===== config.mk =====
export PLATFORM = sky130hd
export DESIGN_NAME = rst_seq_ctrl
export DESIGN_NICKNAME = d
export VERILOG_FILES = /design/src/rtl/rst_seq_pkg.sv /design/src/rtl/rst_seq_timer.sv /design/src/rtl/rst_seq_ctrl.sv
export SDC_FILE = /design/constraint.sdc
export NUM_CORES = 1
export LEC_CHECK = 0
export BUFFER_PORTS_ARGS = -buffer_cell sky130_fd_sc_hd__buf_2
export CORE_MARGIN = 4
export CORE_UTILIZATION = 35
export CTS_CLUSTER_SIZE = 16
export DETAILED_ROUTE_END_ITERATION = 8
export PLACE_DENSITY_LB_ADDON = 0.08
export SYNTH_ARGS = -nofsm -noshare
export SYNTH_HDL_FRONTEND = slang
export SYNTH_SLANG_ARGS = --single-unit

===== constraint.sdc =====
create_clock -name clk_i -period 2.9 [get_ports clk_i]
set_input_delay 0 -clock clk_i [delete_from_list [all_inputs] [get_ports clk_i]]
set_output_delay 0 -clock clk_i [all_outputs]
set_load 0.005 [all_outputs]

===== src/rtl/rst_seq_pkg.sv =====
// Shared state encoding, request-source indices and sizing helpers
// for the reset sequencer.
package rst_seq_pkg;

    typedef enum logic [1:0] {
        ASSERT  = 2'd0,
        RELEASE = 2'd1,
        RUN     = 2'd2
    } rst_seq_state_e;

    localparam int REQ_EXT  = 0;
    localparam int REQ_PROG = 1;
    localparam int REQ_WDOG = 2;
    localparam int REQ_SW   = 3;

    function automatic int max_int(input int a, input int b);
        return (a > b) ? a : b;
    endfunction

    // One spare bit so the terminal compare never sits on a wrap boundary.
    function automatic int cnt_width(input int hold, input int stage);
        return $clog2(max_int(hold, stage)) + 1;
    endfunction

endpackage


===== src/rtl/rst_seq_timer.sv =====
// Clearable, holdable up-counter with a terminal-count compare; shared by
// the hold phase and the staged-release phase of the sequencer.
module rst_seq_timer #(
    parameter int Width = 4
) (
    input  logic             clk_i,
    input  logic             rst_i,
    input  logic             clr_i,
    input  logic             hold_i,
    input  logic [Width-1:0] tc_i,
    output logic             done_o
);

    logic [Width-1:0] cnt_q;

    // NOTE: sequential state uses non-blocking assignments so every flop samples pre-edge values.
    always_ff @(posedge clk_i) begin
        if (rst_i || clr_i) begin
            cnt_q <= '0;
        end else if (!hold_i) begin
            cnt_q <= cnt_q + 1'b1;
        end
    end

    assign done_o = (cnt_q == tc_i);

endmodule


===== src/rtl/rst_seq_ctrl.sv =====
// Reset sequencer: asserts all domain resets on any unmasked request, holds
// them, then releases domains in order; records which sources fired.
module rst_seq_ctrl
    import rst_seq_pkg::*;
#(
    parameter int NumReq     = 4,
    parameter int NumDomains = 3,
    parameter int HoldCycles = 8,
    parameter int StageDelay = 4
) (
    input  logic                  clk_i,
    input  logic                  rst_i,
    input  logic [NumReq-1:0]     req_i,
    input  logic [NumReq-1:0]     req_mask_i,
    input  logic                  cause_clr_i,
    output logic [NumDomains-1:0] domain_rst_no,
    output logic                  busy_o,
    output logic [NumReq-1:0]     cause_o
);

    localparam int CntW = cnt_width(HoldCycles, StageDelay);
    localparam int IdxW = (NumDomains > 1) ? $clog2(NumDomains) : 1;
    localparam logic [CntW-1:0] HoldTc    = CntW'(HoldCycles - 1);
    localparam logic [CntW-1:0] StageTc   = CntW'(StageDelay - 1);
    localparam logic [IdxW-1:0] PenultIdx = IdxW'((NumDomains > 1) ? NumDomains - 2 : 0);

    rst_seq_state_e        state_q, state_d;
    logic [IdxW-1:0]       idx_q, idx_d;
    logic                  cnt_clr, cnt_hold, cnt_done;
    logic [CntW-1:0]       cnt_tc;
    logic [NumReq-1:0]     eff_bits;
    logic                  eff_req;
    logic [NumDomains-1:0] domain_d;
    logic                  busy_d;

    assign eff_bits = req_i & ~req_mask_i;
    assign eff_req  = |eff_bits;

    rst_seq_timer #(
        .Width (CntW)
    ) u_timer (
        .clk_i  (clk_i),
        .rst_i  (rst_i),
        .clr_i  (cnt_clr),
        .hold_i (cnt_hold),
        .tc_i   (cnt_tc),
        .done_o (cnt_done)
    );

    always_ff @(posedge clk_i) begin
        if (rst_i) begin
            state_q       <= ASSERT;
            idx_q         <= '0;
            domain_rst_no <= '0;
            busy_o        <= 1'b1;
        end else begin
            state_q       <= state_d;
            idx_q         <= idx_d;
            domain_rst_no <= domain_d;
            busy_o        <= busy_d;
        end
    end

    // NOTE: every signal written here gets a default first so no path infers a latch.
    always_comb begin
        state_d  = state_q;
        idx_d    = idx_q;
        cnt_clr  = 1'b0;
        cnt_hold = 1'b0;
        cnt_tc   = HoldTc;
        unique case (state_q)
            ASSERT: begin
                idx_d = '0;
                if (eff_req) begin
                    cnt_clr = 1'b1;
                end else if (cnt_done) begin
                    cnt_clr = 1'b1;
                    state_d = (NumDomains > 1) ? RELEASE : RUN;
                end
            end
            RELEASE: begin
                cnt_tc = StageTc;
                if (eff_req) begin
                    cnt_clr = 1'b1;
                    idx_d   = '0;
                    state_d = ASSERT;
                end else if (cnt_done) begin
                    cnt_clr = 1'b1;
                    idx_d   = idx_q + 1'b1;
                    if (idx_q == PenultIdx) begin
                        state_d = RUN;
                    end
                end
            end
            RUN: begin
                cnt_hold = 1'b1;
                if (eff_req) begin
                    cnt_clr = 1'b1;
                    idx_d   = '0;
                    state_d = ASSERT;
                end
            end
            default: begin
                cnt_clr = 1'b1;
                idx_d   = '0;
                state_d = ASSERT;
            end
        endcase
    end

    // Outputs are decoded from the next state so the registered nets change on the deciding edge.
    always_comb begin
        domain_d = '0;
        busy_d   = 1'b1;
        unique case (state_d)
            RUN: begin
                domain_d = '1;
                busy_d   = 1'b0;
            end
            RELEASE: begin
                for (int k = 0; k < NumDomains; k++) begin
                    domain_d[k] = (k <= int'(idx_d));
                end
            end
            default: begin
                domain_d = '0;
                busy_d   = 1'b1;
            end
        endcase
    end

    // A clear and a new request in the same cycle keep only the new bits.
    always_ff @(posedge clk_i) begin
        if (rst_i) begin
            cause_o <= '0;
        end else begin
            cause_o <= (cause_clr_i ? '0 : cause_o) | eff_bits;
        end
    end

endmodule


# Word level (Yosys, flattened, before mapping)
# Index checks and enable logic that the tools add are counted.
# Widths: inputs -> output; s select.
[word_totals]
out_inout_bits = 8
in_bits = 11
regBits = 16
wordCells = 43
[op_classes]
muxes = 20
magnitude_cmp = 2
n_reduce_logical = 4
eq_ne = 6
add_sub_neg = 2
n_bitwise = 3
[ops]
columns = ["operator", "n"]
rows = [
  ["$mux 2", 9],
  ["$eq 2x1->1 const B", 3],
  ["$pmux 2 s3", 1],
  ["$pmux 3 s2", 1],
  ["$mux 1", 5],
  ["$add 4x1->4 const B", 1],
  ["$and 4x4->4", 1],
  ["$eq 2x2->1 const B", 2],
  ["$eq 4x3->1", 1],
  ["$mux 4", 1],
  ["$not 4->4", 1],
  ["$or 4x4->4", 1],
  ["$pmux 2 s2", 1],
  ["$reduce_or 4->1", 1],
  ["$mux 3", 1],
  ["$add 2x1->2 const B", 1],
  ["$le 1x2->1 const A", 1],
  ["$le 2x2->1 const A", 1],
  ["$logic_not 2->1", 1],
  ["$pmux 1 s2", 1],
  ["$reduce_or 2->1", 1],
  ["$logic_or 1x1->1", 1],
]

# Logic depth before layout (Yosys ltp)
# Gate-level depths: netlist of run 1.
[logic_depth]
ltp_word = 8
mapped_depth = 10
mapped_depth_nobuf = 10

# Hierarchy
# A second synthesis of run 1 with hierarchy kept.
[hier_totals]
cells_unflattened = 95
hier_area_um2 = 903.4
[by_module_without_submodules]
columns = ["mod", "area_per_inst_um2", "n_inst", "seq_area_each_um2", "cells_each"]
rows = [
  ["rst_seq_ctrl", 693.2, 1, 240.2, 75],
  ["rst_seq_timer", 210.2, 1, 80.1, 20],
]

# Worst setup path before layout of run 1
# Ideal clock, no wire load.
[synth_timing]
kind = "register to register"
from = "register state_q[0]"
to = "register domain_rst_no[2]"
required_ns = 2.826
setup_ns = 0.074
path_stages_with_launch = 11
path_slack_ns = 0.860
period_less_slack_ns = 2.040
t_arrival_ns = 1.966
n_path_buf = 1
cell_sequence = "dfxtp_1 > inv_1 > ha_1 > clkbuf_1 > nand3b_1 > o2111ai_1 > a21o_1 > ha_1 > nor2_1 > nand4_1 > o21ai_0"
[synth_between]
elab_chain_cells = 8
word_cells_on_any_way = 19
classes_between = "order compare (1); eq/ne (5); mux (12); reduce/logical (1)"
[synth_rtl]
columns = ["item", "line_no", "source"]
rows = [
  ["from (decl)", "rst_seq_ctrl.sv:27", "rst_seq_state_e state_q, state_d;"],
  ["from (signal assigned)", "rst_seq_ctrl.sv:57", "state_q <= state_d;"],
  ["$eq 2x1->1", "rst_seq_ctrl.sv:71", "unique case (state_q)"],
  ["$mux 3", "rst_seq_ctrl.sv:71", ""],
  ["$eq 4x3->1", "rst_seq_timer.sv:25", "assign done_o = (cnt_q == tc_i);"],
  ["$mux 2, on equally long branches", "rst_seq_ctrl.sv:87, rst_seq_ctrl.sv:76", ""],
  ["$mux 2, on equally long branches", "rst_seq_ctrl.sv:83, rst_seq_ctrl.sv:74", ""],
  ["$pmux 2 s2 or $pmux 2 s3 (tied branches)", "rst_seq_ctrl.sv:71", ""],
  ["$le 2x2->1 (tied with other cells)", "rst_seq_ctrl.sv:122", "domain_d[k] = (k <= int'(idx_d));"],
  ["$pmux 3 s2 (*)", "rst_seq_ctrl.sv:115", "unique case (state_d)"],
  ["to (signal assigned)", "rst_seq_ctrl.sv:59", "domain_rst_no <= domain_d;"],
  ["to (decl)", "rst_seq_ctrl.sv:16", "output logic [NumDomains-1:0] domain_rst_no,"],
]
# Every way passes the cells marked *; elsewhere a longest branch is shown, timed or not.
# A chain may end at the register's enable or synchronous reset.

# Worst setup path after layout of run 1
[layout_timing]
from = "register state_q[1]"
to = "register domain_rst_no[2]"
[layout_between]
elab_chain_cells = 8
word_cells_on_any_way = 19
classes_between = "order compare (1); eq/ne (5); mux (12); reduce/logical (1)"
[layout_rtl]
columns = ["item", "line_no"]
rows = [
  ["$eq 2x1->1", "rst_seq_ctrl.sv:71"],
  ["$mux 3", "rst_seq_ctrl.sv:71"],
  ["$eq 4x3->1", "rst_seq_timer.sv:25"],
  ["$mux 2, on equally long branches", "rst_seq_ctrl.sv:87, rst_seq_ctrl.sv:76"],
  ["$mux 2, on equally long branches", "rst_seq_ctrl.sv:83, rst_seq_ctrl.sv:74"],
  ["$pmux 2 s3 (*)", "rst_seq_ctrl.sv:71"],
  ["net state_d[1]", "rst_seq_ctrl.sv:27"],
  ["$eq 2x1->1 or $eq 2x2->1 (tied branches)", "rst_seq_ctrl.sv:115"],
  ["$pmux 3 s2 (*)", "rst_seq_ctrl.sv:115"],
]
# The timed path passes the listed nets; every way through them passes the cells marked *.

==> results_dict.tcl, run 1 <==
set metrics [dict create \
    grt_pass1_vias 758 \
    dieArea_mm2 0.003404 \
    synth_ff_type "dfxtp_1" \
    synth_edf_count 0 \
    synth_cell_types 36 \
    cts_resized 0 \
    grt_pass1_wl_mm 3.180 \
    chipWidth_um 58.35 \
    max_slew_margin_pct 71.91 \
    finish.utilization_pct 45.98 \
    grt_start_max_net_pins 12 \
    gr-total-overflow 0 \
    drcViolationCount 0 \
    setup_viol 0 \
    skew_ns 0.008713 \
    hold_viol 0 \
    antenna_found_initial 0 \
    cts_buffer_depth 2 \
    numClockSinks 16 \
    synthTopCellsByArea "dfxtp_1, ha_1, nand2b_1" \
    r2r_cells 10 \
    area_growth_pct 20.17 \
    synth_seq_area_share_pct 36.11 \
    coreArea_mm2 0.002318 \
    cpMostUsedCell "ha_1" \
    cts_htree_levels 1 \
    slowest_delay_ns 0.38 \
    dr_total_vias 750 \
    ant_nets 0 \
    period_share_pct 82.89 \
    r2r_end "domain_rst_no[2]" \
    worst_path_max_delay_cell "ha_1" \
    totalWireLength_mm 1.875 \
    syn-mean-instance-area_um2 9.145 \
    max_cap_viol_count 0 \
    drtIter0Drc 23 \
    ys_ff_latch 16 \
    clkTransAtPathRegs_ns 0.10 \
    portBuffers 18 \
    r2r-start "state_q[1]" \
    hold_path.class "primary input to register" \
    place_hpwl_mm 1.442 \
    syn-num-nets 116 \
    fin_nets 138 \
    critPathKind "register to register" \
    vdd_drop_max_mv 0.2239 \
    worst_pin_slew_ns 0.4196 \
    worst_ep_arrival_time_ns 2.63 \
    synthesis.instances 97 \
    hold_depth 3 \
    min-delay-start "req_i[0]" \
    ios 19 \
    drive_gt1_share_pct 22.88 \
    power_density_mw_per_mm2 382.2 \
    root_buffer "clkbuf_4" \
    p_leak_uw 0.0004500 \
    syn_area_um2 887.1 \
    track_usage_pct 11.75 \
    yosysTopAreaCell "dfxtp_1" \
    cp-end-kind "register" \
    synth_warnings 0 \
    die_h_um 58.35 \
    path_max_fanout 11 \
    start_kind "register" \
    preCtsSetupSlack_ns 0.5093 \
    numCtsBuffers 3 \
    slew_violations 0 \
    async_flop_share_pct 0 \
    layout_min_cycle_time_ns 2.404 \
    synth_common_cells "dfxtp_1, nand2b_1, ha_1, a21oi_1, nor3_1" \
    cts_tree "yes" \
    p_total_uw 407.4 \
    gp_congestion 0.7976 \
    worst_slack_ns 0.4962 \
    required_ns 3.12 \
    antennaDiodeCount 0 \
    whs_endpoint "cause_o[0]" \
    drt_pass1_iterations 4 \
    synth_most_common_cell "dfxtp_1" \
    start_util_pct 38.26 \
    status "finished clean" \
    row_count 17 \
    wl_per_cell_um 12.84 \
    fin_tns_setup_ns 0 \
    drt-vias-per-instance 5.137 \
    netlist.area_leader.share_pct 36.11 \
    grt_setup_unrepaired "false" \
    path_cells "inv_1 -> ha_1 -> xor2_1 -> nand2_1 -> o31a_1 -> a211oi_1 -> ha_1 -> nor2_1 -> nand4_1 -> o21ai_0" \
    regToRegSetupSlack_ns 0.50 \
    clk-insertion-delay-late_ns 0.29 \
    fmax_ghz 0.4160 \
]
-- cells in the final DEF (no fill, tap or decap), types with 2 or more instances in the layout --
cell type / count
a211o_1: 2
a211oi_1: 3
a21oi_1: 7
a22oi_1: 3
buf_2: 18
clkbuf_4: 3
dfxtp_1: 16
dlygate4sd3_1: 4
ha_1: 8
inv_1: 3
mux2i_1: 2
nand2_1: 4
nand2b_1: 9
nand4_1: 2
nor3_1: 7
o21ai_1: 3
xor2_1: 4
-- area by class of cell --
| type | instances | area, um^2 |
|---|---|---|
| inverters | 3 | 11.26 |
| repair buffers | 22 | 130.1 |
| clock buffers | 4 | 36.28 |
| fillers | 242 | 1252 |
| well taps | 28 | 35.03 |
| flip-flops and latches | 16 | 320.3 |
| multi-input cells | 73 | 533.0 |
-- per-stage QoR --
step	cell area, um^2	cells	hold WS, ns
6_report	1066	146	0.03151
5_1_grt	1066	146	0.03519
4_1_cts	1066	146	0.004616
3_5_place_dp	989.7	138	0.3087
3_3_place_gp	989.7	138	0.3049
2_1_floorplan	887.1	97	0.1818
-- flip-flops by register name (all words and copies together), names as in the netlist --
name,cells
domain_rst_no,3
busy_o,1
u_timer.cnt_q,4
idx_q,2
state_q,2
cause_o,4
-- how the worst max path moves through the flow --
stage	depth (start not counted)	slack, ns	end	startpoint
after floorplan	10	0.86	domain_rst_no[2]	state_q[0]
after global placement	10	0.56	domain_rst_no[2]	state_q[1]
after detailed placement	10	0.51	domain_rst_no[2]	state_q[1]
after CTS	10	0.47	domain_rst_no[2]	state_q[1]
after global routing	10	0.14	domain_rst_no[2]	state_q[1]
final	10	0.50	domain_rst_no[2]	state_q[1]
-- logic make-up after synthesis --
| family | count (synthesis) | share of synthesized area (%) |
|---|---|---|
| mux | 2 | 2.257 |
| flops | 16 | 36.11 |
| xor+xnor | 5 | 4.936 |
| compound gates | 23 | 17.07 |
| buf+inv | 8 | 3.808 |
| fa+ha+maj | 8 | 11.28 |
| simple gates | 35 | 24.54 |
-- metal layers --
layer,part of all wire [%],global-route usage (%),vias up
met1,48,14.46,342
met4,0,1.987,0
li1,-,-,395
met5,0,0,-
met2,48,20.41,13
met3,3.5,3.509,0
-- what timing repair did --
action                     4_1_cts  5_1_grt
setup buffers                    0        0
hold buffers                     4        0
setup endpoints to repair        0        0
hold endpoints to repair         4        0
-- worst max-delay path: cells and delay by family, from the launching register on --
kind            cells  cell delay [ns]
xor+xnor            1             0.21
fa+ha+maj           2             0.66
flops               1             0.34
compound gates      3             0.67
buf+inv             1             0.10
simple gates        3             0.37
-- power breakdown --
group	internal [uW]	switching (uW)
Clock	76.4	70.8
Sequential	224	2.57
Combinational	17.5	16.4
No activity file was read; power rests on OpenSTA's default activity.
==> inputs of run 2 (changes only) <==
- clock period: 2.9 -> 2.4 ns (I/O delays scaled with it)
==> run 2 against run 1 <==
Design area increased by 0.70%. Sequential share of layout area is 0.094 points lower. First-iteration DRC count fell by 57%. Worst setup slack lost 0.25 ns. Clock power is essentially flat. Worst hold slack got worse by 0.017 ns. Clock skew shrank 0.0060 ns. Sequential power grew 21%. Die area unchanged. Total power grew 12%.
==> results_dict.tcl, run 2 (synthesis gave the netlist of run 1 again) <==
set metrics [dict create \
    totalWireLength_mm 1.928 \
    place_hpwl_mm 1.510 \
    gr-total-overflow 0 \
    drive_gt1_share_pct 27.50 \
    clkTransAtPathRegs_ns 0.09 \
    grt_busiest_layer "met2" \
    hold_path.class "primary input to register" \
    reg.largest.list "cause_o (4), u_timer.cnt_q (4), domain_rst_no (3)" \
    numCtsBuffers 3 \
    start_util_pct 38.26 \
    fin_nets 141 \
    dieArea_mm2 0.003404 \
    gp_congestion 0.8301 \
    cts_htree_levels 1 \
    max_cap_viol_count 0 \
    worst_path_max_delay_cell "dfxtp_2" \
    skew_ns 0.002671 \
    postCtsSetupRepairBufs 0 \
    finish.utilization_pct 46.30 \
    regToRegSetupSlack_ns 0.25 \
    crit_buf_inv 1 \
    globalRouteMet1Util_pct 15.75 \
    grt_pass1_wl_mm 3.408 \
    cpMostUsedCell "ha_1" \
    crit_start "state_q[1]" \
    power_density_mw_per_mm2 424.7 \
    r2r-start "state_q[1]" \
    max_slew_margin_pct 77.03 \
    drt-vias-per-instance 5.216 \
    dr_total_vias 772 \
    critPathCapture "domain_rst_no[2]" \
    slew_violations 0 \
    chipWidth_um 58.35 \
    cpLargestDelayFamily "compound AO/OA/AOI/OAI gates" \
    r2r_cells 10 \
    root_buffer "clkbuf_4" \
    antennaDiodeCount 0 \
    r2r_end "domain_rst_no[2]" \
    cp-end-kind "register" \
    wl_per_cell_um 13.03 \
    fin_tns_setup_ns 0 \
    grt_setup_unrepaired "false" \
    p_leak_uw 0.0004562 \
    vdd_drop_max_mv 0.3209 \
    start_kind "register" \
    coreArea_mm2 0.002318 \
    drt_pass1_iterations 4 \
    ant_nets 0 \
    numClockSinks 16 \
    final_common_cell "buf_2" \
    slowest_delay_ns 0.34 \
    cts_tree "yes" \
    worst_ep_arrival_time_ns 2.38 \
    drcViolationCount 0 \
    portBuffers 18 \
    met3_usage_pct 3.509 \
    clk-insertion-delay-late_ns 0.29 \
    cts_buffer_depth 2 \
    die_h_um 58.35 \
    critPathKind "register to register" \
    ios 19 \
    use_met2_pct 20.89 \
    antenna_found_initial 0 \
    path_max_fanout 3 \
    period_share_pct 89.56 \
    grt_start_max_net_pins 11 \
    row_count 17 \
    grt_pass1_vias 809 \
    crit_cells 10 \
    track_usage_pct 13.15 \
    hold_viol 0 \
    final_cell_mix "buf_2, dfxtp_1, nand2b_1, ha_1" \
    required_ns 2.63 \
    status "finished clean" \
    fmax_ghz 0.4653 \
    worst_pin_slew_ns 0.3446 \
    layout_min_cycle_time_ns 2.149 \
    drtIter0Drc 10 \
    path_cells "inv_1 -> ha_1 -> xor2_1 -> nand2_1 -> o31a_1 -> a211oi_1 -> ha_1 -> nor2_2 -> nand4_1 -> o21ai_1" \
    area_growth_pct 21.02 \
    setup_viol 0 \
    min-delay-start "req_i[2]" \
]
-- run 2: how the worst min path moves through the flow --
stage	end	slack, ns	cells after the start
3_3_place_gp	cause_o[3]	0.31	3
4_1_cts	cause_o[2]	0.001	3
6_report	cause_o[2]	0.01	3
5_1_grt	cause_o[2]	0.02	3
3_5_place_dp	cause_o[2]	0.30	2
2_1_floorplan	cause_o[0]	0.18	2
-- run 2: routing by layer --
layer  share of wire, %  up-vias
met2                 48       16
li1                   -      396
met4                2.5        0
met5                  0        -
met3                3.6        4
met1                 46      356
-- run 2: area by class of cell --
class                      count  area [um^2]
clock buffer                   3        22.52
fill                         249         1245
inverter                       3        11.26
multi-input combinational     73        535.5
sequential                    16        321.6
tap                           28        35.03
timing repair buffer          25        147.6
-- run 2: power breakdown --
part	internal [uW]	total, uW	leakage [uW]	switching (uW)
Clock	58.4	144	0.0000138	85.4
Sequential	270	273	0.000130	2.91
Combinational	19.1	38.8	0.000312	19.7
-- run 2: repair_timing --
action | CTS | global route
hold buffers | 1 | 1
hold endpoints to repair | 3 | 1
gates resized for setup | 0 | 3
endpoints found under the setup margin | 0 | 1
-- run 2: through the flow --
stage | area [um^2] | instances | power (uW) | setup WS [ns] | hold WS (ns)
after floorplan | 887.1 | 97 | 300.3 | 0.3598 | 0.1818
after global placement | 1027 | 143 | 315.8 | 0.2539 | 0.3093
after detailed placement | 1027 | 143 | 316.2 | 0.1847 | 0.3043
after CTS | 1060 | 147 | 462.9 | 0.1580 | 0.001238
after global routing | 1074 | 148 | 486.8 | 0.01581 | 0.01765
final | 1074 | 148 | 455.9 | 0.2506 | 0.01434
-- run 2: worst reg2reg max path: stages, from the launching register on --
cell and delay (ns):
dfxtp_2 0.34, inv_1 0.09, ha_1 0.19, xor2_1 0.18, nand2_1 0.09, o31a_1 0.31, a211oi_1 0.22, ha_1 0.30
nor2_2 0.15, nand4_1 0.10, o21ai_1 0.12
==> inputs of run 3 (changes only) <==
- CAP_MARGIN: not set -> 20
- RECOVER_POWER: not set -> 25
==> run 3 against run 2 <==
Clock power is essentially flat. Cell count stayed put. Combinational power about the same. Via count up 0.26%. First-iteration DRC count shrank 10%. Largest power group unchanged. Highest routed layer unchanged.
==> results_dict.tcl, run 3 (synthesis gave the netlist of run 1 again) <==
set metrics [dict create \
    status "finished clean" \
    drt-vias-per-instance 5.230 \
    gp_congestion 0.8301 \
    path_max_fanout 3 \
    dieArea_mm2 0.003404 \
    fmax_ghz 0.4652 \
    post_dp_cell_area_mm2 0.001027 \
    chipWidth_um 58.35 \
    power_density_mw_per_mm2 426.0 \
    regToRegSetupSlack_ns 0.25 \
    clkTransAtPathRegs_ns 0.09 \
    hold_path.class "primary input to register" \
    worst_pin_slew_ns 0.3611 \
    setup_viol 0 \
    track_usage_pct 13.15 \
    wl_per_cell_um 13.05 \
    p_total_uw 456.3 \
    numCtsBuffers 3 \
    cts_buffer_depth 2 \
    cts_tree "yes" \
    placedCellCount 143 \
    required_ns 2.63 \
    clk-insertion-delay-late_ns 0.29 \
    ios 19 \
    die_h_um 58.35 \
    portBuffers 18 \
    fin_tns_setup_ns 0 \
    p_leak_uw 0.0004491 \
    row_count 17 \
    finish.utilization_pct 46.20 \
    dr_total_vias 774 \
    layout_min_cycle_time_ns 2.149 \
    drcViolationCount 0 \
    place_hpwl_mm 1.510 \
    skew_ns 0.002293 \
    final_common_cell "buf_2" \
    grt_pass1_vias 809 \
    cp-end-kind "register" \
    hold_viol 0 \
    gr-total-overflow 0 \
    max_slew_margin_pct 75.93 \
    drtIter0Drc 9 \
    vdd_drop_max_mv 0.3222 \
    fin_area_mm2 0.001071 \
    antennaDiodeCount 0 \
    final_cell_mix "buf_2, dfxtp_1, nand2b_1, ha_1" \
    ant_nets 0 \
    drt_pass1_iterations 4 \
    grt_setup_unrepaired "false" \
    worst_ep_arrival_time_ns 2.38 \
    period_share_pct 89.56 \
    r2r-start "state_q[1]" \
    coreArea_mm2 0.002318 \
    reg.largest.list "cause_o (4), u_timer.cnt_q (4), domain_rst_no (3)" \
    crit_start "state_q[1]" \
    totalWireLength_mm 1.931 \
    r2r_end "domain_rst_no[2]" \
    r2r_cells 10 \
    critPathCapture "domain_rst_no[2]" \
    fin_nets 141 \
    slew_violations 0 \
    grt_pass1_wl_mm 3.408 \
    start_kind "register" \
    start_util_pct 38.26 \
    fill_cells 249 \
    drive_gt1_share_pct 25.83 \
    grt_start_max_net_pins 11 \
    max_cap_viol_count 0 \
    area_growth_pct 20.73 \
    root_buffer "clkbuf_4" \
    critPathKind "register to register" \
    antenna_found_initial 0 \
    final_cells 148 \
    numClockSinks 16 \
    cts_htree_levels 1 \
]
[run 3: cell count changes in the layout (fill, tap and decap cells not counted)]
cell	previous run	this run
buf_2	18	16
clkbuf_1	0	2
[run 3: through the flow]
stage	hold slack, ns	worst slack, ns
final	0.01148	0.2506
after global routing	0.01766	0.01581
after CTS	0.001238	0.1580
after detailed placement	0.3043	0.1847
after global placement	0.3093	0.2539
after floorplan	0.1818	0.3598
[run 3: cell type report]
class | count | area [um^2] | area share [%]
flip-flops and latches | 16 | 321.6 | 30.02
inverters | 3 | 11.26 | 1.051
repair buffers | 25 | 145.1 | 13.55
multi-input cells | 73 | 535.5 | 50.00
well taps | 28 | 35.03 | 3.271
clock buffers | 3 | 22.52 | 2.103
[run 3: worst min-delay path by stage]
stage | from | end | slack, ns | cells after the start
after global routing | req_i[2] | cause_o[2] | 0.02 | 3
after global placement | cause_clr_i | cause_o[3] | 0.31 | 3
after detailed placement | rst_i | cause_o[2] | 0.30 | 2
after floorplan | cause_clr_i | cause_o[0] | 0.18 | 2
final | req_i[2] | cause_o[2] | 0.01 | 3
after CTS | cause_clr_i | cause_o[2] | 0.001 | 3
[run 3: power by group]
| part | switching (uW) | internal (uW) | total, uW |
|---|---|---|---|
| clock network | 86.0 | 58.4 | 144 |
| logic | 19.8 | 18.8 | 38.6 |
| registers | 2.83 | 270 | 273 |
[run 3: layer usage]
| layer | part of all wire (%) | up-vias | global-route usage, % |
|---|---|---|---|
| li1 | - | 396 | - |
| met1 | 46 | 358 | 15.75 |
| met2 | 48 | 16 | 20.89 |
| met3 | 3.6 | 4 | 3.509 |
| met4 | 2.5 | 0 | 7.947 |
| met5 | 0 | - | 0 |
[run 3: what timing repair did]
action | 4_1_cts | 5_1_grt
endpoints found under the hold margin | 3 | 1
resized for setup | 0 | 3
endpoints found under the setup margin | 0 | 1
hold buffers | 1 | 1
setup buffers | 0 | 0
[run 3: worst max-delay path, cell delays in order (launching register included)]
cell and delay, ns:
dfxtp_2 0.34, inv_1 0.09, ha_1 0.19, xor2_1 0.18, nand2_1 0.09, o31a_1 0.31
a211oi_1 0.22, ha_1 0.29, nor2_2 0.15, nand4_1 0.10, o21ai_1 0.12
